==> config.mk <==
export PLATFORM = sky130hd
export DESIGN_NAME = lut_fir_mac
export DESIGN_NICKNAME = d
export VERILOG_FILES = /design/src/rtl/lut_fir_mac.sv
export SDC_FILE = /design/constraint.sdc
export NUM_CORES = 1
export LEC_CHECK = 0
export ABC_AREA = 1
export ABC_CLOCK_PERIOD_IN_PS = 5810
export CAP_MARGIN = 0
export CORE_ASPECT_RATIO = 0.75
export CORE_MARGIN = 4
export CORE_UTILIZATION = 40
export CTS_CLUSTER_SIZE = 16
export DETAILED_ROUTE_END_ITERATION = 7
export SKIP_CTS_REPAIR_TIMING = 1
export SYNTH_ARGS = -nofsm -noshare
export SYNTH_HDL_FRONTEND = slang
export SYNTH_SLANG_ARGS = --single-unit
==> constraint.sdc <==
create_clock -name clk -period 5.81 [get_ports clk]
set_clock_uncertainty 0.2 [all_clocks]
set_input_delay 0.8715 -clock clk [delete_from_list [all_inputs] [get_ports clk]]
set_output_delay 0.8715 -clock clk [all_outputs]
set_load 0.01 [all_outputs]
==> src/rtl/lut_fir_mac.sv <==
// lut_fir_mac: pipelined direct-form FIR filter with a writable coefficient
// register file and a width-converting output stage (clamp or truncate).
//
// Ports:
//   clk        sole clock, rising edge
//   rst_n      asynchronous active-low reset (clears all state, coefs included)
//   in_valid   x_in carries a new sample this cycle
//   x_in       unsigned input sample, XW bits
//   flush      synchronous clear of delay line, products and valid pipeline
//   coef_we    coefficient write strobe
//   coef_addr  tap index to write (indices >= TAPS are ignored)
//   coef_data  unsigned coefficient value, CW bits
//   out_valid  out carries a new result this cycle (one pulse per sample)
//   out        filter output, OW bits, holds between results
//   sat_flag   the result in out was clamped or truncated (only with out_valid)
//
// Handshake: in_valid has no back-pressure; every cycle with in_valid=1 and
// flush=0 accepts x_in, and exactly one out_valid pulse follows two edges
// after the accepting edge. Gaps on the input reproduce as gaps on the output.
module lut_fir_mac #(
  parameter int TAPS = 10,
  parameter int XW   = 4,
  parameter int CW   = 8,
  parameter int OW   = 16,
  parameter int SAT  = 1
) (
  input  logic          clk,
  input  logic          rst_n,
  input  logic          in_valid,
  input  logic [XW-1:0] x_in,
  input  logic          flush,
  input  logic          coef_we,
  input  logic [4:0]    coef_addr,
  input  logic [CW-1:0] coef_data,
  output logic          out_valid,
  output logic [OW-1:0] out,
  output logic          sat_flag
);

  localparam int PW = XW + CW;                 // one product
  localparam int FW = XW + CW + $clog2(TAPS);  // full-precision sum

  logic [XW-1:0] tap  [TAPS];
  logic [CW-1:0] coef [TAPS];
  logic [PW-1:0] p    [TAPS];

  // v_tap: the delay line took a sample at the last edge.
  // v_prod: the product registers hold that sample's products.
  logic v_tap;
  logic v_prod;

  logic [FW-1:0] sum;
  logic [OW-1:0] out_next;
  logic          sat_next;

  // Adder tree over the registered products; FW bits cannot overflow.
  always_comb begin
    sum = '0;
    for (int k = 0; k < TAPS; k++) begin
      sum = sum + FW'(p[k]);
    end
  end

  // Width conversion from FW to OW.
  generate
    if (OW >= FW) begin : g_wide
      always_comb begin
        out_next = OW'(sum);
        sat_next = 1'b0;
      end
    end else if (SAT != 0) begin : g_clamp
      // Any set bit above OW-1 means sum > 2^OW-1.
      always_comb begin
        sat_next = |sum[FW-1:OW];
        out_next = sat_next ? {OW{1'b1}} : sum[OW-1:0];
      end
    end else begin : g_trunc
      always_comb begin
        sat_next = |sum[FW-1:OW];
        out_next = sum[OW-1:0];
      end
    end
  endgenerate

  always_ff @(posedge clk or negedge rst_n) begin
    if (!rst_n) begin
      for (int k = 0; k < TAPS; k++) begin
        tap[k]  <= '0;
        coef[k] <= '0;
        p[k]    <= '0;
      end
      v_tap     <= 1'b0;
      v_prod    <= 1'b0;
      out       <= '0;
      out_valid <= 1'b0;
      sat_flag  <= 1'b0;
    end else begin
      // Coefficient writes are independent of flush; out-of-range
      // addresses simply match no tap.
      for (int k = 0; k < TAPS; k++) begin
        if (coef_we && coef_addr == 5'(k)) begin
          coef[k] <= coef_data;
        end
      end

      if (flush) begin
        // Drops everything in flight, including a sample offered this
        // cycle; out keeps its last value.
        for (int k = 0; k < TAPS; k++) begin
          tap[k] <= '0;
          p[k]   <= '0;
        end
        v_tap     <= 1'b0;
        v_prod    <= 1'b0;
        out_valid <= 1'b0;
        sat_flag  <= 1'b0;
      end else begin
        // Stage 0: delay line.
        v_tap <= in_valid;
        if (in_valid) begin
          tap[0] <= x_in;
          for (int k = 1; k < TAPS; k++) begin
            tap[k] <= tap[k-1];
          end
        end

        // Stage 1: products, using coefficients as of the previous edge.
        v_prod <= v_tap;
        if (v_tap) begin
          for (int k = 0; k < TAPS; k++) begin
            p[k] <= PW'(tap[k]) * PW'(coef[k]);
          end
        end

        // Stage 2: sum and width conversion.
        out_valid <= v_prod;
        if (v_prod) begin
          out      <= out_next;
          sat_flag <= sat_next;
        end else begin
          sat_flag <= 1'b0;
        end
      end
    end
  end

endmodule

=== After elaboration in Yosys (flattened, before gate mapping) ===
Index checks and enable logic that the tools add are counted.

* Bitwise logic cells: 1
* $add $sub $neg: 9
* $mul: 10
* Multiplexer cells: 7
* Eq/ne operators: 9
* Reduce and logical (&&, ||, !) cells: 14

{| class="wikitable"
|+ Operator list
! kind !! number
|-
| $mux 120 || 2
|-
| $mul 4x8->12 || 10
|-
| $add 16x12->16 || 5
|-
| $mux 40 || 2
|-
| $eq 5x3->1 const B || 4
|-
| $add 15x12->16 || 1
|-
| $add 14x12->15 || 1
|-
| $add 13x12->14 || 1
|-
| $add 12x12->13 || 1
|-
| $eq 5x2->1 const B || 2
|-
| $eq 5x4->1 const B || 2
|-
| $logic_and 1x1->1 || 10
|-
| $eq 5x1->1 const B || 1
|-
| $logic_not 5->1 || 1
|-
| $reduce_bool 2->1 || 2
|-
| $mux 1 || 3
|-
| $reduce_and 2->1 || 1
|-
| $not 1->1 || 1
|}

* Logic and storage cells: 84
* Register bits: 259

=== Logic depth before layout (Yosys ltp) ===
* Depth in word-level cells: 9
* Gate-level depth with buffers: 21
* Gate-level depth less buffers: 21

=== Worst setup path after synthesis ===
No wires, ideal clock.

* Kind: reg-to-reg
* From: reg p[74] (netlist name)
* To: reg out[13]
* Path slack: 1.582 ns
* Arrival: 3.910 ns
* Clock period less this slack: 4.228 ns
* Required time: 5.493 ns
* Cell stages (with the launch flop): 18
* Path through: dfrtp_1 > fa_1 > fa_1 > fa_1 > inv_1 > fa_1 > inv_1 > fa_1 > inv_1 > fa_1 > inv_1 > nand3_1 > nand3_1 > nand3_1 > nand3_1 > nand2_1 > nand3_1 > nand2_1

* Longest elaborated chain between the ends: 7

{| class="wikitable"
|+ RTL lines
! item !! RTL line !! text
|-
| from (decl) || 45 || <nowiki>logic [PW-1:0] p [TAPS];</nowiki>
|-
| from (signal, indexed assignment) || 131 || <nowiki>p[k] <= PW'(tap[k]) * PW'(coef[k]);</nowiki>
|-
| $add 14x12->15 || 60 || <nowiki>sum = sum + FW'(p[k]);</nowiki>
|-
| $add 15x12->16 || 60 ||
|-
| $add 16x12->16 (5 in series) || 60 ||
|-
| to (signal assigned) || 138 || <nowiki>out <= out_next;</nowiki>
|-
| to (decl) || 36 || <nowiki>output logic [OW-1:0] out,</nowiki>
|}

No other way between the ends.
A chain may end at the register's enable or synchronous reset.

=== Worst setup path in the final report ===
Same ends and word-level chain as after synthesis.

==> results.ini <==
[synth]
synthTopCellsByCount = 922 x nand2_1, 583 x inv_1, 259 x dfrtp_1
yosysTopAreaCellShare_pct = 29.2
syn_area_um2 = 22200
synth-main-ff-cell = dfrtp_1
synth_warnings = 0
syn_nets = 3242
yosysMostFrequentCell = nand2_1
synth_top_area_cell = dfrtp_1
synth_cell_type_count = 35
postSynthCellCount = 2824
yosysSeqAreaShare_pct = 29.2
yosys-top-cells-area = dfrtp_1 29%, fa_1 19%, nand2_1 16%
async_reset_ff_share_pct = 100
synth_seq_cells = 259
synth_area_per_cell_um2 = 7.85
synth_edf_count = 0

[clocking]
cts_buffers = 29
clock_latency_ns = 0.59
cts.clk_slew.worst_paths_ns = 0.06
cts_sinks = 259
clk_path_buf_depth = 3
root_buffer = clkbuf_16
cts_tree = built
htreeDepth = 1

[floorplanning]
start_util_pct = 40.6
core_area_um2 = 54600
fp.dieW_um = 280
die-area_um2 = 59300
ios = 40
die_h_um = 212
rows = 74

[routing]
wirelength_um = 61100
drc_errors = 0
wire_per_inst_um = 17.2
antenna_left = 0
drt_first_pass_iters = 7
viasPerCell = 4.96
num_vias = 17700
drt_iter0_markers = 1280

[critical_path]
critical_path_class = flip-flop to flip-flop
arrival_ns = 4.87
worstPathCellList = fa_1, fa_1, fa_1, inv_1, fa_1, inv_1, fa_1, inv_1, fa_1, inv_1, nand3_1, nand3_1, nand3_1, nand3_1, nand2_1, nand3_1, nand2_1
critPathRequiredTime_ns = 6.07
end_kind = flip-flop
cpMostUsedCell = fa_1
slowest_delay_ns = 0.56
slowest_stage = fa_1
cp-start-kind = flip-flop
cp_max_fo = 3

[sta]
slew_headroom_pct = 29.8
drv_slew = 0
worst_slew_pin_slew_ns = 1.05
whs_ns = 0.0957
fin_crit_ns = 4.61
rsz0062_at_grt = false
fin_crit_sh_pct = 79.3
timing.fmax_mhz = 217
finalSetupViolations = 0
finalHoldViolCount = 0
finalSetupTns_ns = 0

[power_and_ir_drop]
power-per-cell-area_nw_per_um2 = 188
leakagePower_nw = 13.8
worst_ir_drop_vdd_mv = 0.324

[global_route]
overflow = 0
antenna_found_initial = 2
grt_use_total_pct = 21.0
grt_pass1_wl_um = 98500
grt_max_degree = 97
first_global_vias = 17500

[finish]
final_core_util_pct = 44.2
area.growth.synth_to_final_pct = 8.98
drive_above_1_share_pct = 2.75
fin_cells = 3562
nets = 3235

[run]
drv_cap = 0

[run_status]
status = completed

[placement]
dpl.cell_count = 3508
place_hpwl_um = 47700
portBuffers = 38
gp_congestion = 0.899

[worst_hold_path]
hold_path_class = input port to asynchronous set/reset pin

==> final cells by class <==
type / instances / area (µm²)
Antenna cell: 1 / 2.50
Inverter: 587 / 2200
Clock inverter: 11 / 195
Tap cell: 722 / 903
Timing Repair Buffer: 48 / 473
Fill cell: 5517 / 30500
Sequential cell: 259 / 6480
Clock buffer: 42 / 865
Multi-Input combinational cell: 1892 / 13000
==> layout by cell type (no fill, tap or decap), types with 9 or more instances in the layout <==
cell / netlist / routed
o21a_1: 10 / 10
o21ai_1: 11 / 11
dfrtp_1: 259 / 259
clkbuf_16: 0 / 29
ha_1: 183 / 183
clkbuf_8: 0 / 9
buf_4: 4 / 9
o22ai_1: 50 / 50
o21ai_0: 173 / 173
inv_1: 583 / 583
clkdlybuf4s50_1: 0 / 37
nand2_1: 922 / 922
nand3_1: 90 / 90
fa_1: 213 / 213
a21oi_1: 73 / 73
a22o_1: 14 / 14
nor2_1: 108 / 108
==> report_power, final <==
part | leakage [nW] | switching (mW) | total (mW) | internal [mW]
sequential | 3.53 | 0.169 | 2.09 | 1.92
clock | 0.523 | 0.824 | 2.08 | 1.25
combinational | 9.76 | 0.251 | 0.375 | 0.124
==> flip-flops by register name, summed over array words and instances (netlist names) <==
register,cells
v_tap,1
p,120
coef,80
v_prod,1
out_valid,1
tap,40
out,16
==> layer usage <==
layer	wire (µm)	up-vias	GRT usage [%]
met2	26700	406	32.4
met4	1200	4	3.97
li1	-	8559	-
met1	29200	8615	30.8
met3	4010	75	4.56
met5	34	-	0
==> cells by family (layout without fill, tap and decap cells) <==
family / Yosys count / in the layout / synth area share [%]
flip-flops: 259 / 259 / 29.2
AO/OA/AOI/OAI: 344 / 344 / 8.62
AND/OR/NAND/NOR: 1141 / 1141 / 20.2
buffers and inverters: 673 / 688 / 12.0
other: 1 / 2 / 0.0169
XOR/XNOR: 10 / 10 / 0.395
adder cells (fa/ha/maj): 396 / 396 / 29.6
==> worst paths after layout <==
kind / slack (ns) / depth (start not counted) / start / endpoint
min reg2reg: 0.28 / 2 / out[1] / out[1]
min in group clk: 0.28 / 2 / out[1] / out[1]
max: 1.20 / 17 / p[74] / out[13]
min: 0.1 / 1 / rst_n / coef[4]
max reg2reg: 1.20 / 17 / p[74] / out[13]
max in group asynchronous: 3.95 / 2 / rst_n / coef[23]
==> critical path, delay by kind of cell (launching register included) <==
family	cells	cell delay [ns]
adder cells (fa/ha/maj)	6	3.04
buffers and inverters	4	0.30
flip-flops	1	0.40
AND/OR/NAND/NOR	7	0.54
==> through the flow <==
step                instance area (µm²)  setup slack, ns  power, mW
finish                            24200             1.20       4.54
global route                      24200            0.979       4.72
CTS                               24200             1.18       4.58
detailed placement                23100             1.22       2.50
global placement                  23100             1.25       2.49
floorplan                         22200             1.58       2.29
No activity file was read; power rests on OpenSTA's default activity.
==> edit 1 (same settings) <==
Reset style: synchronous (`rst_n`), changed in one clocked block. Comments in the files are not updated.
--- a/src/rtl/lut_fir_mac.sv
+++ b/src/rtl/lut_fir_mac.sv
@@ -82,7 +82,7 @@
     end
   endgenerate
 
-  always_ff @(posedge clk or negedge rst_n) begin
+  always_ff @(posedge clk) begin
     if (!rst_n) begin
       for (int k = 0; k < TAPS; k++) begin
         tap[k]  <= '0;
Check against the original RTL: differs if rst_n is asserted again (counterexample within 4 cycles, from zero or initial values and one cycle with rst_n low); with rst_n held inactive, the same outputs for 4 cycles.
==> edit 1 against the original RTL <==
Final area down 0.46%. Routed wire length down 12%. Sequential cell count is the same. Area after synthesis down 0.99%. Sequential share of layout area is 4.7 points higher. Critical path depth down 1. Setup slack improved by 0.028 ns.
Power is not compared: it rests on default switching activity, and its combinational part moved more than twofold at a synthesized area within 25%.
==> edit 1: results (changes against the original RTL) <==
status: "finished clean"
dp_hpwl_mm: 41.34  # -13%
cp.arrival_ns: 4.92  # +0.05 ns
top_regs: "p: 120 flops, coef: 80 flops, tap: 40 flops"
synth_area_leaders: "edfxtp_1, fa_1, ha_1, inv_1, nand2_1"
leakage_nw: 12.60
first_pass_iters: 5  # -2
max_stage_delay_ns: 0.60  # +0.04 ns
met3_usage_pct: 4.354  # -0.21 points
worst_pin_slew_ns: 1.109  # +0.05900 ns
wl_per_cell_um: 16.18  # -5.7%
synth-compound-area-share_pct: 5.470  # -3.2 points
num_vias: 16040  # -9.2%
r2r-start: "p[6][3]$_SDFFCE_PN0P_"
routabilityCongestion: 0.8689  # -3.4%
synth_async_sr_flop_share_pct: 0  # -100 points
initialDrtViolationCount: 1187  # -7.3%
synth_edf_count: 240  # +240
hold_class: "reg2reg"
grt_max_degree: 73  # -25%
cts_root_buffer: "clkbuf_16"
grt_usage_pct: 18.69  # -2.3 points
synth_xor_area_share_pct: 0.1595  # -0.24 points
tritoncts.num_buffers: 31  # +6.9%
maxSlewViolCount: 0  # unchanged
syn_nets: 2990  # -7.8%
rr_worst_depth: 16  # -1
synthAdderAreaFrac_pct: 29.85  # +0.29 points
antenna_found_initial: 0  # -2
cp_top_family: "adder cells"
dpl_worst_slack_ns: 1.231  # +0.01322 ns
synth_cells: 2572  # -8.9%
grt_use_met2_pct: 27.35  # -5.0 points
diodes: 0  # -1
dp_cells: 3277  # -6.6%
grt_first_pass_wirelength_mm: 86.24  # -12%
gr-usage-met1_pct: 28.54  # -2.3 points
cp_max_fo: 5  # +2
synthTopCellsByCount: "inv_1, nand2_1, nor2_1"
fill_cells: 5277  # -4.4%
netlist-cell-type-count: 34  # -2.9%
drive_gt1_share_pct: 2.872  # +0.13 points
synth-seq-area-share_pct: 34.55  # +5.3 points
rr_endpoint: "out[7]$_SDFFE_PN0P_"
wirelength_mm: 53.91  # -12%
io_buffers: 38  # unchanged
## edit 1: cell count changes after synthesis, sizes merged, moves of 54 or more
cell    before  now
dfrtp      259    0
edfxtp       0  240
a21oi       73  127
nand2      928  601
o21ai      184   66
nor2       112  291
## edit 1: cell type report
| class | count | share of cell area, % |
|---|---|---|
| multi-input cells | 1636 | 49.09 |
| flip-flops and latches | 259 | 31.54 |
| inverters | 614 | 9.579 |
| well taps | 722 | 3.755 |
| clock buffers | 33 | 3.256 |
| repair buffers | 46 | 1.883 |
| clock inverters | 23 | 0.8997 |
## edit 1: metal layers
layer,wire [µm],up-vias
li1,-,7904
met1,27150,7653
met2,21700,419
met3,4001,60
met4,1061,0
met5,0,-
## edit 1: worst max-delay path by stage
stage	end	cells after the start	startpoint	slack (ns)
4_1_cts	out[9]$_SDFFE_PN0P_	17	p[6][6]$_SDFFCE_PN0P_	1.22
5_1_grt	out[14]$_SDFFE_PN0P_	19	p[3][10]$_SDFFCE_PN0P_	0.96
6_report	out[7]$_SDFFE_PN0P_	16	p[6][3]$_SDFFCE_PN0P_	1.23
3_5_place_dp	out[9]$_SDFFE_PN0P_	17	p[6][6]$_SDFFCE_PN0P_	1.23
3_3_place_gp	out[9]$_SDFFE_PN0P_	17	p[6][6]$_SDFFCE_PN0P_	1.25
2_1_floorplan	out[9]$_SDFFE_PN0P_	17	p[3][2]$_SDFFCE_PN0P_	1.44
## edit 1: cell families (layout without fill, tap and decap cells)
| family | count (synthesis) | in the layout |
|---|---|---|
| buf+inv | 677 | 716 |
| fa+ha+maj | 396 | 396 |
| flops | 259 | 259 |
| simple gates | 1010 | 1010 |
| compound gates | 225 | 225 |
| xor+xnor | 4 | 4 |
| other cells | 1 | 1 |
## edit 1: per-stage QoR
stage | area (µm²) | utilization (%) | hold slack, ns
6_report | 24060 | 44.27 | 0.3061
5_1_grt | 24060 | 44.27 | 0.3246
4_1_cts | 24060 | 44.27 | 0.3047
3_5_place_dp | 23060 | 42.43 | 0.2888
3_3_place_gp | 23060 | 42.43 | 0.2817
2_1_floorplan | 21960 | - | 0.3342
## edit 1: worst min-delay path, delay by kind of cell (launching register included)
family,cells,cell delay (ns)
buf+inv,1,0.05
compound gates,1,0.09
flops,1,0.33
## edit 1: where the power goes
group          switching, mW  internal, mW  leakage, nW
combinational           1.34         0.774         9.39
clock                  0.831          1.11        0.479
sequential            0.0969          2.13         2.73
total                   2.27          4.01         12.6
==> edit 2 (config.mk and constraints unchanged) <==
Without the edit above. `OW`: 16 -> 32.
--- a/src/rtl/lut_fir_mac.sv
+++ b/src/rtl/lut_fir_mac.sv
@@ -21,7 +21,7 @@
   parameter int TAPS = 10,
   parameter int XW   = 4,
   parameter int CW   = 8,
-  parameter int OW   = 16,
+  parameter int OW   = 32,
   parameter int SAT  = 1
 ) (
   input  logic          clk,
Ports: changed (resized out); port bits go from 40 to 56. The function was not compared with the original's and may differ.
==> edit 2 against the original RTL <==
Final area shrank 0.56%. Synthesized cell count grew 0.42%. Sequential cell count is the same. Total power shrank 4.8%. Area after synthesis grew 0.14%. Routed wire length grew 0.60%. Setup slack gained 0.029 ns. Critical path type unchanged. Largest cell class unchanged.
==> edit 2: results (changes against the original RTL) <==
status: "finished clean"
dieArea_mm2: 0.05939  # +0.14%
cts_max_level: 1  # unchanged
netlist-cell-type-count: 31  # -11%
synth_xor_area_share_pct: 0.3944  # -0.00056 points
synthAdderAreaFrac_pct: 29.51  # -0.042 points
fin_nets: 3246  # +0.34%
wirelength_mm: 61.49  # +0.60%
met3_usage_pct: 5.599  # +1.0 points
rrSetupSlack_ns: 1.23  # +0.03 ns
nClkBuffers: 40  # -4.8%
synthTopCellsByCount: "nand2_1, inv_1, dfrtp_1"
num-nonclk-inverters: 583  # -0.68%
synth-seq-area-share_pct: 29.18  # -0.041 points
drive_gt1_share_pct: 2.142  # -0.61 points
grt_max_degree: 104  # +7.2%
leakage_nw: 13.75  # -0.43%
worst_pin_slew_ns: 1.203  # +0.1532 ns
layout.nonclk_buf_share_pct: 1.937  # -0.020 points
fill_cells: 5425  # -1.7%
clk_share_pct: 3.873  # -0.51 points
r2r-start: "p[38]$_DFFE_PN0P_"
dp_hpwl_mm: 47.92  # +0.51%
grt_pass1_vias: 17550  # +0.27%
viasPerCell: 5.023  # +1.3%
antenna_found_initial: 5  # +3
grt_use_met2_pct: 30.24  # -2.2 points
grt_first_pass_wirelength_mm: 98.00  # -0.46%
first_pass_iters: 5  # -2
synth_area_leaders: "dfrtp_1, fa_1, nand2_1, ha_1, inv_1"
synth-compound-area-share_pct: 8.569  # -0.052 points
routabilityCongestion: 0.9251  # +2.9%
num-multi-input-gates: 1908  # +0.85%
initialDrtViolationCount: 1384  # +8.1%
multi_input_area_mm2: 0.01306  # +0.12%
ir_drop_mv: 0.2226  # -31%
hold_class: "in2async"
signal_buffers: 47  # -2.1%
[edit 2: report_power, final]
| group | total [mW] | internal, mW | switching [mW] |
|---|---|---|---|
| clock network | 1.85 | 1.08 | 0.773 |
| registers | 2.09 | 1.92 | 0.170 |
| logic | 0.381 | 0.123 | 0.258 |
| total | 4.32 | 3.12 | 1.20 |
[edit 2: stage by stage]
step	area, µm²	setup WS [ns]	std cells	utilization [%]	hold WS [ns]
detailed placement	23100	1.212	3519	42.22	0.2667
global route	24030	0.9867	3570	43.92	0.2195
floorplan	22270	1.582	2852	-	0.2530
CTS	24030	1.207	3570	43.92	0.1601
finish	24030	1.230	3571	43.92	0.1544
global placement	23100	1.230	3519	42.22	0.2624
[edit 2: layer usage]
| metal | share of wire [%] | vias to the layer above | routed length [µm] |
|---|---|---|---|
| met2 | 41 | 531 | 25200 |
| met3 | 9.0 | 80 | 5525 |
| met5 | 0.021 | - | 13 |
| met1 | 48 | 8737 | 29300 |
| li1 | - | 8588 | - |
| met4 | 2.4 | 2 | 1449 |
